--- src/rtl/fetcher_if.sv ---
// Fetch-stage bus: backend control, icache hit path and instruction-queue push.
interface fetcher_if;
  logic        flush;
  logic [31:0] flush_pc;
  logic        stall;
  logic        iq_full;
  logic        icache_ready;
  logic [31:0] icache_inst;
  logic        fet_icache_enable;
  logic [31:0] fet_pc;
  logic        fet_iq_enable;
  logic [31:0] fet_iq_inst;
  logic [31:0] fet_iq_pc;
  logic        fet_iq_is_c;
  logic [31:0] fet_iq_pred_pc;

  modport master (
    input  flush, flush_pc, stall, iq_full, icache_ready, icache_inst,
    output fet_icache_enable, fet_pc, fet_iq_enable, fet_iq_inst, fet_iq_pc,
           fet_iq_is_c, fet_iq_pred_pc
  );

  modport slave (
    output flush, flush_pc, stall, iq_full, icache_ready, icache_inst,
    input  fet_icache_enable, fet_pc, fet_iq_enable, fet_iq_inst, fet_iq_pc,
           fet_iq_is_c, fet_iq_pred_pc
  );
endinterface

--- src/rtl/fetcher.sv ---
// RVC-aware PC sequencer in front of the icache with static next-PC prediction.
module fetcher #(
  parameter logic [31:0] RESET_PC = 32'h0
) (
  input  logic clk,
  input  logic rst_n,
  fetcher_if.master bus
);
  typedef enum logic {FETCH = 1'b0, WAIT_REDIRECT = 1'b1} state_t;

  typedef struct packed {
    logic        vld;
    logic [31:0] inst;
    logic [31:0] pc;
    logic        is_c;
    logic [31:0] pred_pc;
  } iq_push_t;

  state_t      state_q, state_d;
  logic [31:0] pc_q, pc_d;
  iq_push_t    push_q, push_d;

  logic [31:0] inst, seq_pc, pred_pc;
  logic [31:0] imm_j, imm_b, imm_cj, imm_cb;
  logic        is_c, stop, accept;

  assign inst   = bus.icache_inst;
  assign imm_j  = {{11{inst[31]}}, inst[31], inst[19:12], inst[20], inst[30:21], 1'b0};
  assign imm_b  = {{19{inst[31]}}, inst[31], inst[7], inst[30:25], inst[11:8], 1'b0};
  assign imm_cj = {{20{inst[12]}}, inst[12], inst[8], inst[10:9], inst[6], inst[7],
                   inst[2], inst[11], inst[5:3], 1'b0};
  assign imm_cb = {{23{inst[12]}}, inst[12], inst[6:5], inst[2], inst[11:10], inst[4:3], 1'b0};

  // Static prediction: jumps taken, backward branches taken, indirect jumps park fetch.
  always_comb begin
    is_c    = (inst[1:0] != 2'b11);
    seq_pc  = pc_q + (is_c ? 32'd2 : 32'd4);
    pred_pc = seq_pc;
    stop    = 1'b0;
    if (!is_c) begin
      case (inst[6:0])
        7'b1101111: pred_pc = pc_q + imm_j;
        7'b1100011: if (inst[31]) pred_pc = pc_q + imm_b;
        7'b1100111: stop = 1'b1;
        default: ;
      endcase
    end else if (inst[1:0] == 2'b01) begin
      case (inst[15:13])
        3'b101, 3'b001: pred_pc = pc_q + imm_cj;
        3'b110, 3'b111: if (inst[12]) pred_pc = pc_q + imm_cb;
        default: ;
      endcase
    end else if (inst[1:0] == 2'b10 && inst[15:13] == 3'b100 &&
                 inst[11:7] != 5'd0 && inst[6:2] == 5'd0) begin
      stop = 1'b1;
    end
  end

  assign bus.fet_icache_enable = (state_q == FETCH) && !bus.iq_full && !bus.flush;
  assign accept = bus.fet_icache_enable && bus.icache_ready && !bus.stall;

  // flush > stall > accept; a stall simply falls through to hold.
  always_comb begin
    state_d    = state_q;
    pc_d       = pc_q;
    push_d     = push_q;
    push_d.vld = 1'b0;
    if (bus.flush) begin
      pc_d    = bus.flush_pc;
      state_d = FETCH;
    end else if (accept) begin
      push_d = '{vld: 1'b1, inst: inst, pc: pc_q, is_c: is_c, pred_pc: pred_pc};
      pc_d   = pred_pc;
      if (stop) state_d = WAIT_REDIRECT;
    end
  end

  always_ff @(posedge clk or negedge rst_n) begin
    if (!rst_n) begin
      state_q <= FETCH;
      pc_q    <= RESET_PC;
      push_q  <= '0;
    end else begin
      state_q <= state_d;
      pc_q    <= pc_d;
      push_q  <= push_d;
    end
  end

  assign bus.fet_pc         = pc_q;
  assign bus.fet_iq_enable  = push_q.vld;
  assign bus.fet_iq_inst    = push_q.inst;
  assign bus.fet_iq_pc      = push_q.pc;
  assign bus.fet_iq_is_c    = push_q.is_c;
  assign bus.fet_iq_pred_pc = push_q.pred_pc;
endmodule

--- src/flat_wrapper.sv ---
// flat-port wrapper written by rule: the top's interface ports become plain ports
module fetcher_flat 
#(
  parameter logic [31:0] RESET_PC = 32'h0
)
  (clk, rst_n, bus_flush, bus_flush_pc, bus_stall, bus_iq_full, bus_icache_ready, bus_icache_inst, bus_fet_icache_enable, bus_fet_pc, bus_fet_iq_enable, bus_fet_iq_inst, bus_fet_iq_pc, bus_fet_iq_is_c, bus_fet_iq_pred_pc);
  fetcher_if bus_i ();
  input  logic clk;
  input  logic rst_n;
  input wire logic [$bits(bus_i.flush)-1:0] bus_flush;
  input wire logic [$bits(bus_i.flush_pc)-1:0] bus_flush_pc;
  input wire logic [$bits(bus_i.stall)-1:0] bus_stall;
  input wire logic [$bits(bus_i.iq_full)-1:0] bus_iq_full;
  input wire logic [$bits(bus_i.icache_ready)-1:0] bus_icache_ready;
  input wire logic [$bits(bus_i.icache_inst)-1:0] bus_icache_inst;
  output wire logic [$bits(bus_i.fet_icache_enable)-1:0] bus_fet_icache_enable;
  output wire logic [$bits(bus_i.fet_pc)-1:0] bus_fet_pc;
  output wire logic [$bits(bus_i.fet_iq_enable)-1:0] bus_fet_iq_enable;
  output wire logic [$bits(bus_i.fet_iq_inst)-1:0] bus_fet_iq_inst;
  output wire logic [$bits(bus_i.fet_iq_pc)-1:0] bus_fet_iq_pc;
  output wire logic [$bits(bus_i.fet_iq_is_c)-1:0] bus_fet_iq_is_c;
  output wire logic [$bits(bus_i.fet_iq_pred_pc)-1:0] bus_fet_iq_pred_pc;
  assign bus_i.flush = bus_flush;
  assign bus_i.flush_pc = bus_flush_pc;
  assign bus_i.stall = bus_stall;
  assign bus_i.iq_full = bus_iq_full;
  assign bus_i.icache_ready = bus_icache_ready;
  assign bus_i.icache_inst = bus_icache_inst;
  assign bus_fet_icache_enable = bus_i.fet_icache_enable;
  assign bus_fet_pc = bus_i.fet_pc;
  assign bus_fet_iq_enable = bus_i.fet_iq_enable;
  assign bus_fet_iq_inst = bus_i.fet_iq_inst;
  assign bus_fet_iq_pc = bus_i.fet_iq_pc;
  assign bus_fet_iq_is_c = bus_i.fet_iq_is_c;
  assign bus_fet_iq_pred_pc = bus_i.fet_iq_pred_pc;
  fetcher #(.RESET_PC(RESET_PC)) u_core (.clk(clk), .rst_n(rst_n), .bus(bus_i));
endmodule
--- config.mk ---
export PLATFORM = sky130hd
export DESIGN_NAME = fetcher_flat
export DESIGN_NICKNAME = d
export VERILOG_FILES = /design/src/rtl/fetcher_if.sv /design/src/rtl/fetcher.sv /design/src/flat_wrapper.sv
export SDC_FILE = /design/constraint.sdc
export NUM_CORES = 1
export LEC_CHECK = 0
export BUFFER_PORTS_ARGS = -buffer_cell sky130_fd_sc_hd__buf_2
export CORE_AREA = 2 2 172 174
export CTS_BUF_LIST = sky130_fd_sc_hd__clkbuf_4 sky130_fd_sc_hd__clkbuf_8
export CTS_CLUSTER_DIAMETER = 50
export DETAILED_ROUTE_END_ITERATION = 6
export DIE_AREA = 0 0 174 176
export PLACE_DENSITY = 0.79
export SETUP_SLACK_MARGIN = 0.5
export SLEW_MARGIN = 20
export SYNTH_ARGS = -nofsm -noshare
export SYNTH_HDL_FRONTEND = slang
export SYNTH_SLANG_ARGS = --single-unit
--- constraint.sdc ---
create_clock -name clk -period 3 [get_ports clk]
set_clock_uncertainty 0.15 [all_clocks]
set_input_delay 0.3 -clock clk [delete_from_list [all_inputs] [get_ports clk]]
set_output_delay 0.3 -clock clk [all_outputs]
set_load 0.01 [all_outputs]
==> impl_metrics.json, run 1 <==
{
  "rsz0062_at_grt": "true",
  "crit_required_ps": 3200,
  "topRoutingLayerUsed": "met5",
  "maxSlewHeadroom": 0.4854,
  "dp_hpwl_um": 47370,
  "worstHoldPathType": "in -> reg",
  "ys_seq_area_frac": 0.2544,
  "fmax_mhz": 288.3,
  "crit_type": "reg -> reg",
  "ys.flop_type": "dfrtp_1",
  "yosys_warnings": 0,
  "dp_worst_setup_slack_ps": -535.4,
  "max_slew.worst_pin.slew_ps": 772.0,
  "drive_gt1_frac": 0.4349,
  "worstPathArrival_ps": 3670,
  "grt_pass1_wl_um": 94920,
  "grt_antenna_before_repair": 2,
  "drv_slew": 0,
  "ant_nets": 0,
  "cts.path.max_buffers": 2,
  "crit_path_frequent_cell": "o211ai_1",
  "route.met2.wl_um": 29210,
  "root_buffer": "clkbuf_8",
  "cts.sinks": 130,
  "path_clk_slew_ps": 90,
  "htree_levels": 4,
  "grt_start_max_net_pins": 152,
  "hold_violations": 0,
  "grt_usage": 0.4008,
  "crit_buf_inv": 1,
  "areaGrowthSynthToFinish_pct": 62.20,
  "period_share": 1.156,
  "grt_pass1_vias": 16520,
  "vias_per_cell": 6.259,
  "die-area_um2": 30620,
  "irDropWorstVdd_v": 0.0003281,
  "cellLeakagePower_nw": 9.849,
  "avgSynthCellArea_um2": 7.505,
  "antenna_cells": 0,
  "finalWirelength_um": 66400,
  "power_density_nw_per_um2": 465.8,
  "die_x_um": 174,
  "design_area_um2": 20740,
  "dp.cells": 2651,
  "core_um2": 28550,
  "wl_per_cell_um": 23.75,
  "die_h_um": 176,
  "end_kind": "flip-flop",
  "syn_nets": 1858,
  "grt.overflow.total": 0,
  "worst_setup_path_start_kind": "flip-flop",
  "post-route-drc-count": 9,
  "slowest_stage": "dfrtp_2",
  "via_count": 17500,
  "synth_edf_count": 0,
  "reg2reg_slack_ps": -470,
  "critPathMaxFanout": 4,
  "drv_cap": 0,
  "whs_ps": 46.57,
  "finalSetupViolCount": 55,
  "wl_met1_um": 25770,
  "placedInstanceArea_um2": 17820,
  "syn_area_um2": 12790,
  "syn_inst": 1704,
  "cp_top_family": "compound AO/OA/AOI/OAI gates",
  "status": "complete, but fails checks",
  "fin_cells": 2796,
  "fin_nets": 2554,
  "synth-seq-cells": 130,
  "path_cells": "ha_4 -> o21ai_4 -> o211ai_1 -> nand2_1 -> o211ai_1 -> buf_4 -> a41oi_4 -> xnor2_1 -> a222oi_1 -> nor2_1 -> or4_1",
  "cts_tree": "done",
  "layout_setup_ws_ps": -469.1,
  "finalPower_mw": 9.663,
  "tns_ps": -16390,
  "drt_first_pass_iters": 7,
  "num_rows": 62,
  "ys_async_sr_fraction": 1.000,
  "gp_congestion": 0.9858,
  "initial_utilization": 0.4480,
  "ios": 201,
  "drtIter0Drc": 2459,
  "min_period_ps": 3469,
  "dr_wl_met3_um": 8202,
  "violations": "DRC, setup timing",
  "cts_buffers": 17,
  "ys_types": 83,
  "io_buffers": 200,
  "cpPeakStageDelay_ps": 530,
  "clock_latency_ps": 500,
  "final_util": 0.7266
}
-- placed cells by master, fill, tap and decap left out, types with 27 or more instances in the layout --
| master | n |
|---|---|
| a21o_1 | 43 |
| a21oi_1 | 111 |
| dlygate4sd3_1 | 47 |
| dfrtp_1 | 111 |
| nor2_1 | 115 |
| nand3_1 | 36 |
| o21ai_0 | 62 |
| nor3_1 | 30 |
| nand4_1 | 34 |
| ha_4 | 27 |
| buf_6 | 41 |
| xor2_1 | 35 |
| xnor2_1 | 50 |
| buf_2 | 199 |
| buf_4 | 482 |
| nand2_1 | 342 |
| o211ai_1 | 35 |
| a21oi_2 | 30 |
| ha_1 | 49 |
-- synth_stat cells (5+ instances only) --
library cell	n	area, um2
nand2_1	351	1318
a21oi_1	143	715.7
dfrtp_1	130	3253
nor2_1	120	450.4
o21ai_0	99	495.5
ha_1	80	1001
clkbuf_1	76	285.3
xnor2_1	60	525.5
nand3_1	45	225.2
xor2_1	44	385.4
a21o_1	43	322.8
nor3_1	41	205.2
o211ai_1	35	262.8
nand4_1	34	212.7
inv_1	27	101.4
a211oi_1	20	150.1
a211o_1	19	166.4
o21a_1	18	135.1
o221ai_1	18	157.7
a221oi_1	16	140.1
and2_1	16	100.1
and3_1	14	87.58
mux2i_1	14	140.1
buf_2	13	65.06
o21bai_1	13	97.59
nor2b_1	12	75.07
or3_1	12	75.07
a22oi_1	11	82.58
nand2b_1	11	68.82
o22ai_1	11	68.82
a31oi_1	10	62.56
o31ai_1	10	75.07
buf_1	9	33.78
a221o_1	8	80.08
o2111ai_1	8	70.07
or2_2	7	43.79
a2111oi_0	5	43.79
a21boi_0	5	37.54
buf_6	5	56.30
o21ai_1	5	25.02
or4_1	5	37.54
-- flip-flops by register name (all words and copies together) (netlist names) --
name                       flops
u_core.bus.fet_pc             32
u_core.bus.fet_iq_inst        32
u_core.bus.fet_iq_enable       1
u_core.bus.fet_iq_is_c         1
u_core.state_q                 1
u_core.bus.fet_iq_pc          31
u_core.bus.fet_iq_pred_pc     32
-- cell families (layout without fill, tap and decap cells) --
logic type,Yosys count,after routing,synth area share
flip-flops,130,130,0.2544
buffers and inverters,135,843,0.04471
AO/OA/AOI/OAI,546,546,0.2911
XOR/XNOR,104,104,0.07123
adder cells (fa/ha/maj),84,84,0.08453
multiplexers,17,17,0.01360
AND/OR/NAND/NOR,688,688,0.2405
-- what timing repair did --
item	CTS	global route
hold buffers	47	0
pin swaps	96	143
endpoints found under the setup margin	59	60
resized for setup	193	130
cloned	0	0
buffers inserted	29	38
endpoints found under the hold margin	139	0
-- power breakdown --
part           internal, mW  switching (mW)  total (mW)
Combinational          2.64            3.04        5.68
Clock                 0.771           0.860        1.63
Sequential             2.07           0.282        2.35
-- worst paths after layout --
path,from,endpoint,cells after the start
hold / removal,bus_icache_inst[21],u_core.bus.fet_iq_inst[21],4
hold reg to reg,u_core.bus.fet_iq_inst[30],u_core.bus.fet_iq_inst[30],2
max in group asynchronous,rst_n,u_core.bus.fet_pc[16],3
setup / recovery,u_core.bus.fet_pc[4],u_core.bus.fet_pc[20],11
min in group asynchronous,rst_n,u_core.bus.fet_iq_pred_pc[18],2
setup reg to reg,u_core.bus.fet_pc[4],u_core.bus.fet_pc[20],11
-- layout make-up --
class / count / area (um2)
Multi-Input combinational cell: 1439 / 10650
Fill cell: 2163 / 7805
Timing Repair Buffer: 783 / 5822
Sequential cell: 130 / 3279
Tap cell: 384 / 480.5
Clock buffer: 18 / 247.7
Clock inverter: 13 / 152.6
Inverter: 29 / 113.9
-- tightest hold or removal path, stage by stage --
cell,delay (ps)
buf_2,120
buf_4,130
nand2_1,60
nand2_1,50
-- per-layer routing --
layer	track usage	up-vias
met3	0.1049	311
met5	0	-
met2	0.6345	1265
li1	-	7610
met4	0.1401	2
met1	0.5312	8311
(Power assumes the default switching activity.)
==> inputs of run 2 (changes only) <==
Settings changed: PLACE_DENSITY 0.79 to 0.76.
Clock period 3 ns to 3.67 ns, I/O delays scaled along.
==> impl_metrics.json, run 2 (synthesis results as in run 1) <==
{
  "layout_common_cells": "nand2_1, buf_4, buf_2",
  "antenna_cells": 0,
  "worstHoldPathType": "in -> reg",
  "drive_gt1_frac": 0.3185,
  "die_h_um": 176,
  "maxSlewHeadroom": 0.3949,
  "areaGrowthSynthToFinish_pct": 37.57,
  "grt_pass1_vias": 15120,
  "cts_buffers": 17,
  "io_buffers": 200,
  "dp_hpwl_um": 41950,
  "wl_per_cell_um": 22.81,
  "filler_cell_count": 2551,
  "num_rows": 62,
  "fin_cells": 2491,
  "min_period_ps": 3528,
  "rsz0062_at_grt": "true",
  "ant_nets": 0,
  "ios": 201,
  "crit_type": "reg -> reg",
  "cellLeakagePower_nw": 8.133,
  "clock_latency_ps": 480,
  "cts.path.max_buffers": 2,
  "drtIter0Drc": 1769,
  "power_density_nw_per_um2": 396.7,
  "via_count": 15660,
  "drv_cap": 0,
  "finalWirelength_um": 56820,
  "max_slew.worst_pin.slew_ps": 907.7,
  "die_x_um": 174,
  "core_um2": 28550,
  "critPathMaxFanout": 3,
  "fin_nets": 2248,
  "multi_input_area_um2": 10060,
  "htree_levels": 4,
  "dp.cells": 2360,
  "grt_start_max_net_pins": 78,
  "crit_required_ps": 3900,
  "path_clk_slew_ps": 110,
  "fmax_mhz": 283.4,
  "die-area_um2": 30620,
  "violations": "DRC",
  "tns_ps": 0,
  "reg2reg_slack_ps": 140,
  "status": "complete, but fails checks",
  "worstPathArrival_ps": 3750,
  "worst_setup_path_start_kind": "flip-flop",
  "grt_usage": 0.3582,
  "finalSetupViolCount": 0,
  "cts_tree": "done",
  "initial_utilization": 0.4480,
  "final_util": 0.6163,
  "regArea_um2": 3271,
  "vias_per_cell": 6.286,
  "grt_pass1_wl_um": 85470,
  "gp_congestion": 1.018,
  "post-route-drc-count": 1,
  "drv_slew": 0,
  "cts.sinks": 130,
  "drt_first_pass_iters": 7,
  "grt.overflow.total": 0,
  "root_buffer": "clkbuf_8",
  "layout_commonest_cell": "nand2_1",
  "period_share": 0.9614,
  "irDropWorstVdd_v": 0.0002594,
  "end_kind": "flip-flop",
  "grt_antenna_before_repair": 0,
  "hold_violations": 0
}
==> run 2: where the power goes <==
| part | total, mW | switching, mW | internal [mW] |
|---|---|---|---|
| logic | 3.66 | 2.10 | 1.57 |
| registers | 1.92 | 0.231 | 1.69 |
| clock network | 1.40 | 0.757 | 0.642 |
| total | 6.98 | 3.08 | 3.90 |
==> run 2: metal layers <==
layer / wire length, um / GRT usage
met5: 0 / 0
met4: 4643 / 0.2367
met2: 25430 / 0.5890
met3: 4740 / 0.04996
met1: 22000 / 0.4409
==> run 2: metrics by stage <==
step	hold slack [ps]	setup slack, ps	total power [mW]	cell area (um2)
finish	2.459	141.6	6.979	17590
global route	1.190	98.16	7.313	17590
CTS	3.963	309.0	6.714	17100
detailed placement	291.5	-62.09	4.989	15210
global placement	282.7	-24.90	4.952	15210
floorplan	-78.59	480.3	3.715	12820
==> run 2: layout make-up <==
class	instances	area share
multi-input combinational	1439	0.5719
sequential	130	0.1859
timing repair buffer	477	0.1848
tap	384	0.02731
clock buffer	17	0.01330
clock inverter	15	0.01067
inverter	29	0.006187
==> run 2: final timing paths <==
| path | cells after the start | startpoint | end |
|---|---|---|---|
| worst max register to register | 13 | u_core.bus.fet_pc[1] | u_core.bus.fet_iq_pred_pc[21] |
| max in group asynchronous | 3 | rst_n | u_core.bus.fet_pc[2] |
| worst min register to register | 2 | u_core.bus.fet_iq_pc[18] | u_core.bus.fet_iq_pc[18] |
| worst min-delay path | 3 | bus_icache_inst[28] | u_core.bus.fet_iq_inst[28] |
| worst max-delay path | 13 | u_core.bus.fet_pc[1] | u_core.bus.fet_iq_pred_pc[21] |
| min in group asynchronous | 2 | rst_n | u_core.bus.fet_pc[18] |
==> run 2: critical path: stages (launching register included) <==
cell and delay, ps:
dfrtp_1 410, ha_4 180, fa_2 360, buf_6 130
a21o_4 210, a221oi_4 280, o211ai_1 190, a41oi_2 260
buf_4 170, o21bai_1 90, xor2_1 320, a211oi_2 120
a221o_1 380, a22oi_1 200
==> run 2: what timing repair did <==
action,in CTS,in global routing
setup buffers,44,20
pin swaps,73,58
gates resized for setup,159,71
endpoints found under the setup margin,47,46
endpoints found under the hold margin,110,0
hold buffers,35,0
gates cloned,0,0
==> inputs of run 3 (changes only) <==
Settings changed: CELL_PAD_IN_SITES_DETAIL_PLACEMENT from default to 1, CELL_PAD_IN_SITES_GLOBAL_PLACEMENT from default to 2, CORE_AREA 2 2 172 174 to 2 2 197 199, DIE_AREA 0 0 174 176 to 0 0 199 201, PLACE_DENSITY 0.76 to 0.94.
==> impl_metrics.json, run 3 (synthesis results as in run 1) <==
{
  "dp_hpwl_um": 49290,
  "holdPathEnd": "u_core.bus.fet_iq_inst[7]",
  "irDropWorstVdd_v": 0.0002409,
  "dp_worst_setup_slack_ps": -173.9,
  "grt_antenna_before_repair": 0,
  "critPathMaxFanout": 5,
  "whs_ps": 55.05,
  "finalPower_mw": 7.323,
  "die_x_um": 199,
  "drt_first_pass_iters": 6,
  "cts_tree": "done",
  "gp_congestion": 0.9954,
  "maxSlewHeadroom": 0.3118,
  "end_kind": "flip-flop",
  "holdPathStages": 3,
  "crit_required_ps": 3940,
  "reg2reg_slack_ps": 170,
  "post-route-drc-count": 0,
  "drtIter0Drc": 1705,
  "crit_type": "reg -> reg",
  "max_slew.worst_pin.slew_ps": 1032,
  "pwr-share-seq": 0.267,
  "dr_wl_met3_um": 5392,
  "topRoutingLayerUsed": "met4",
  "fin_cells": 2653,
  "worstPathArrival_ps": 3770,
  "core_um2": 38110,
  "htree_levels": 4,
  "power_density_nw_per_um2": 403.3,
  "vias_per_cell": 6.179,
  "drive_gt1_frac": 0.3421,
  "ios": 201,
  "fmax_mhz": 286.0,
  "hold_violations": 0,
  "p_comb_frac": 0.540,
  "swShare": 0.4510,
  "layout_common_cells": "nand2_1, buf_4, buf_2",
  "clkPwrFrac": 0.193,
  "cts.sinks": 130,
  "power.internal_mw": 4.020,
  "worst_setup_path_start_kind": "flip-flop",
  "ant_nets": 0,
  "die-area_um2": 40000,
  "finalSetupViolCount": 0,
  "grt.overflow.total": 0,
  "drv_slew": 0,
  "route.met2.wl_um": 32670,
  "worstHoldStart": "bus_icache_inst[7]",
  "finalWirelength_um": 70070,
  "timing.rr.end": "u_core.bus.fet_pc[27]",
  "cts_buffers": 17,
  "rsz0062_at_grt": "true",
  "grt_pass1_wl_um": 100700,
  "layout_commonest_cell": "nand2_1",
  "cts.path.max_buffers": 2,
  "period_share": 0.9529,
  "min_period_ps": 3497,
  "areaGrowthSynthToFinish_pct": 42.00,
  "num_rows": 72,
  "power.switching_mw": 3.303,
  "dp.cells": 2506,
  "layout_setup_ws_ps": 173.0,
  "initial_utilization": 0.3356,
  "grt_pass1_vias": 16660,
  "wl_met1_um": 28590,
  "clock_latency_ps": 540,
  "io_buffers": 200,
  "grt_start_max_net_pins": 96,
  "r2r_start": "u_core.bus.fet_pc[1]",
  "status": "finished, final reports clean",
  "reg2reg_depth": 12,
  "cellLeakagePower_nw": 8.283,
  "path_clk_slew_ps": 90,
  "worstHoldPathType": "in -> reg",
  "fin_nets": 2277,
  "root_buffer": "clkbuf_8",
  "grt_usage": 0.3311,
  "via_count": 16390,
  "drv_cap": 0,
  "wl_per_cell_um": 26.41,
  "die_h_um": 201,
  "filler_cell_count": 4653
}
[run 3: cell types whose count changed in the layout (fill, tap and decap cells not counted), moves of 5 or more]
cell	previous run	this run
a21oi_1	122	114
a21oi_2	18	26
buf_4	231	239
buf_6	8	18
dfrtp_1	116	108
dfrtp_2	14	22
dlygate4sd3_1	35	48
ha_4	24	19
inv_8	6	0
o21ai_0	79	72
o21ai_1	11	17
[run 3: layer usage]
layer,vias to the layer above,track usage
met5,-,0
met4,0,0.1442
met3,240,0.05124
met2,907,0.5350
met1,8192,0.4362
li1,7053,-
[run 3: what timing repair did]
item                                    4_1_cts  5_1_grt
resized for setup                           193      101
hold buffers                                 48        0
endpoints found under the setup margin       48       50
cloned                                        0        0
hold endpoints to repair                    140        0
buffers inserted                             42       26
pin swaps                                    79       71
[run 3: power by group through the flow]
| stage | Combinational, mW | Sequential (mW) | Clock, mW |
|---|---|---|---|
| 2_1_floorplan | 1.70 | 2.02 | 0 |
| 3_3_place_gp | 3.09 | 1.95 | 0 |
| 3_5_place_dp | 3.17 | 1.96 | 0 |
| 4_1_cts | 3.56 | 1.94 | 1.43 |
| 5_1_grt | 4.17 | 1.98 | 1.47 |
| 6_report | 3.96 | 1.95 | 1.41 |
[run 3: final cells by class]
cell class	count	area, um2	share of cell area
clock buffer	19	255.2	0.01406
timing repair buffer	506	3513	0.1935
clock inverter	11	152.6	0.008406
sequential	130	3281	0.1807
antenna	1	2.502	0.0001378
inverter	29	108.9	0.005994
tap	518	648.1	0.03569
multi-input combinational	1439	10200	0.5616
[run 3: worst max-delay path, stage by stage (launching register included)]
cell	delay (ps)
dfrtp_2	490
buf_4	180
ha_4	180
fa_2	380
a21oi_4	200
o2111ai_4	160
o2111ai_2	290
a21oi_2	140
o2bb2a_1	280
o211ai_1	200
o31ai_2	350
a21oi_2	110
a211o_1	280
[run 3: worst max-delay path by stage]
stage                         startpoint               endpoint  slack [ps]  depth (start not counted)
floorplan             bus_icache_inst[0]  u_core.bus.fet_pc[29]         480                         14
global placement    u_core.bus.fet_pc[1]  u_core.bus.fet_pc[25]        -100                         11
detailed placement  u_core.bus.fet_pc[1]  u_core.bus.fet_pc[25]        -170                         11
CTS                 u_core.bus.fet_pc[1]  u_core.bus.fet_pc[13]         280                         12
global route        u_core.bus.fet_pc[1]  u_core.bus.fet_pc[21]         130                         12
finish              u_core.bus.fet_pc[1]  u_core.bus.fet_pc[27]         170                         12
[run 3: per-stage QoR]
step	util	area (um2)	TNS, ps
2_1_floorplan	-	12820	0
3_3_place_gp	0.4053	15440	-323.8
3_5_place_dp	0.4053	15440	-649.3
4_1_cts	0.4583	17470	0
5_1_grt	0.4765	18160	0
6_report	0.4766	18160	0
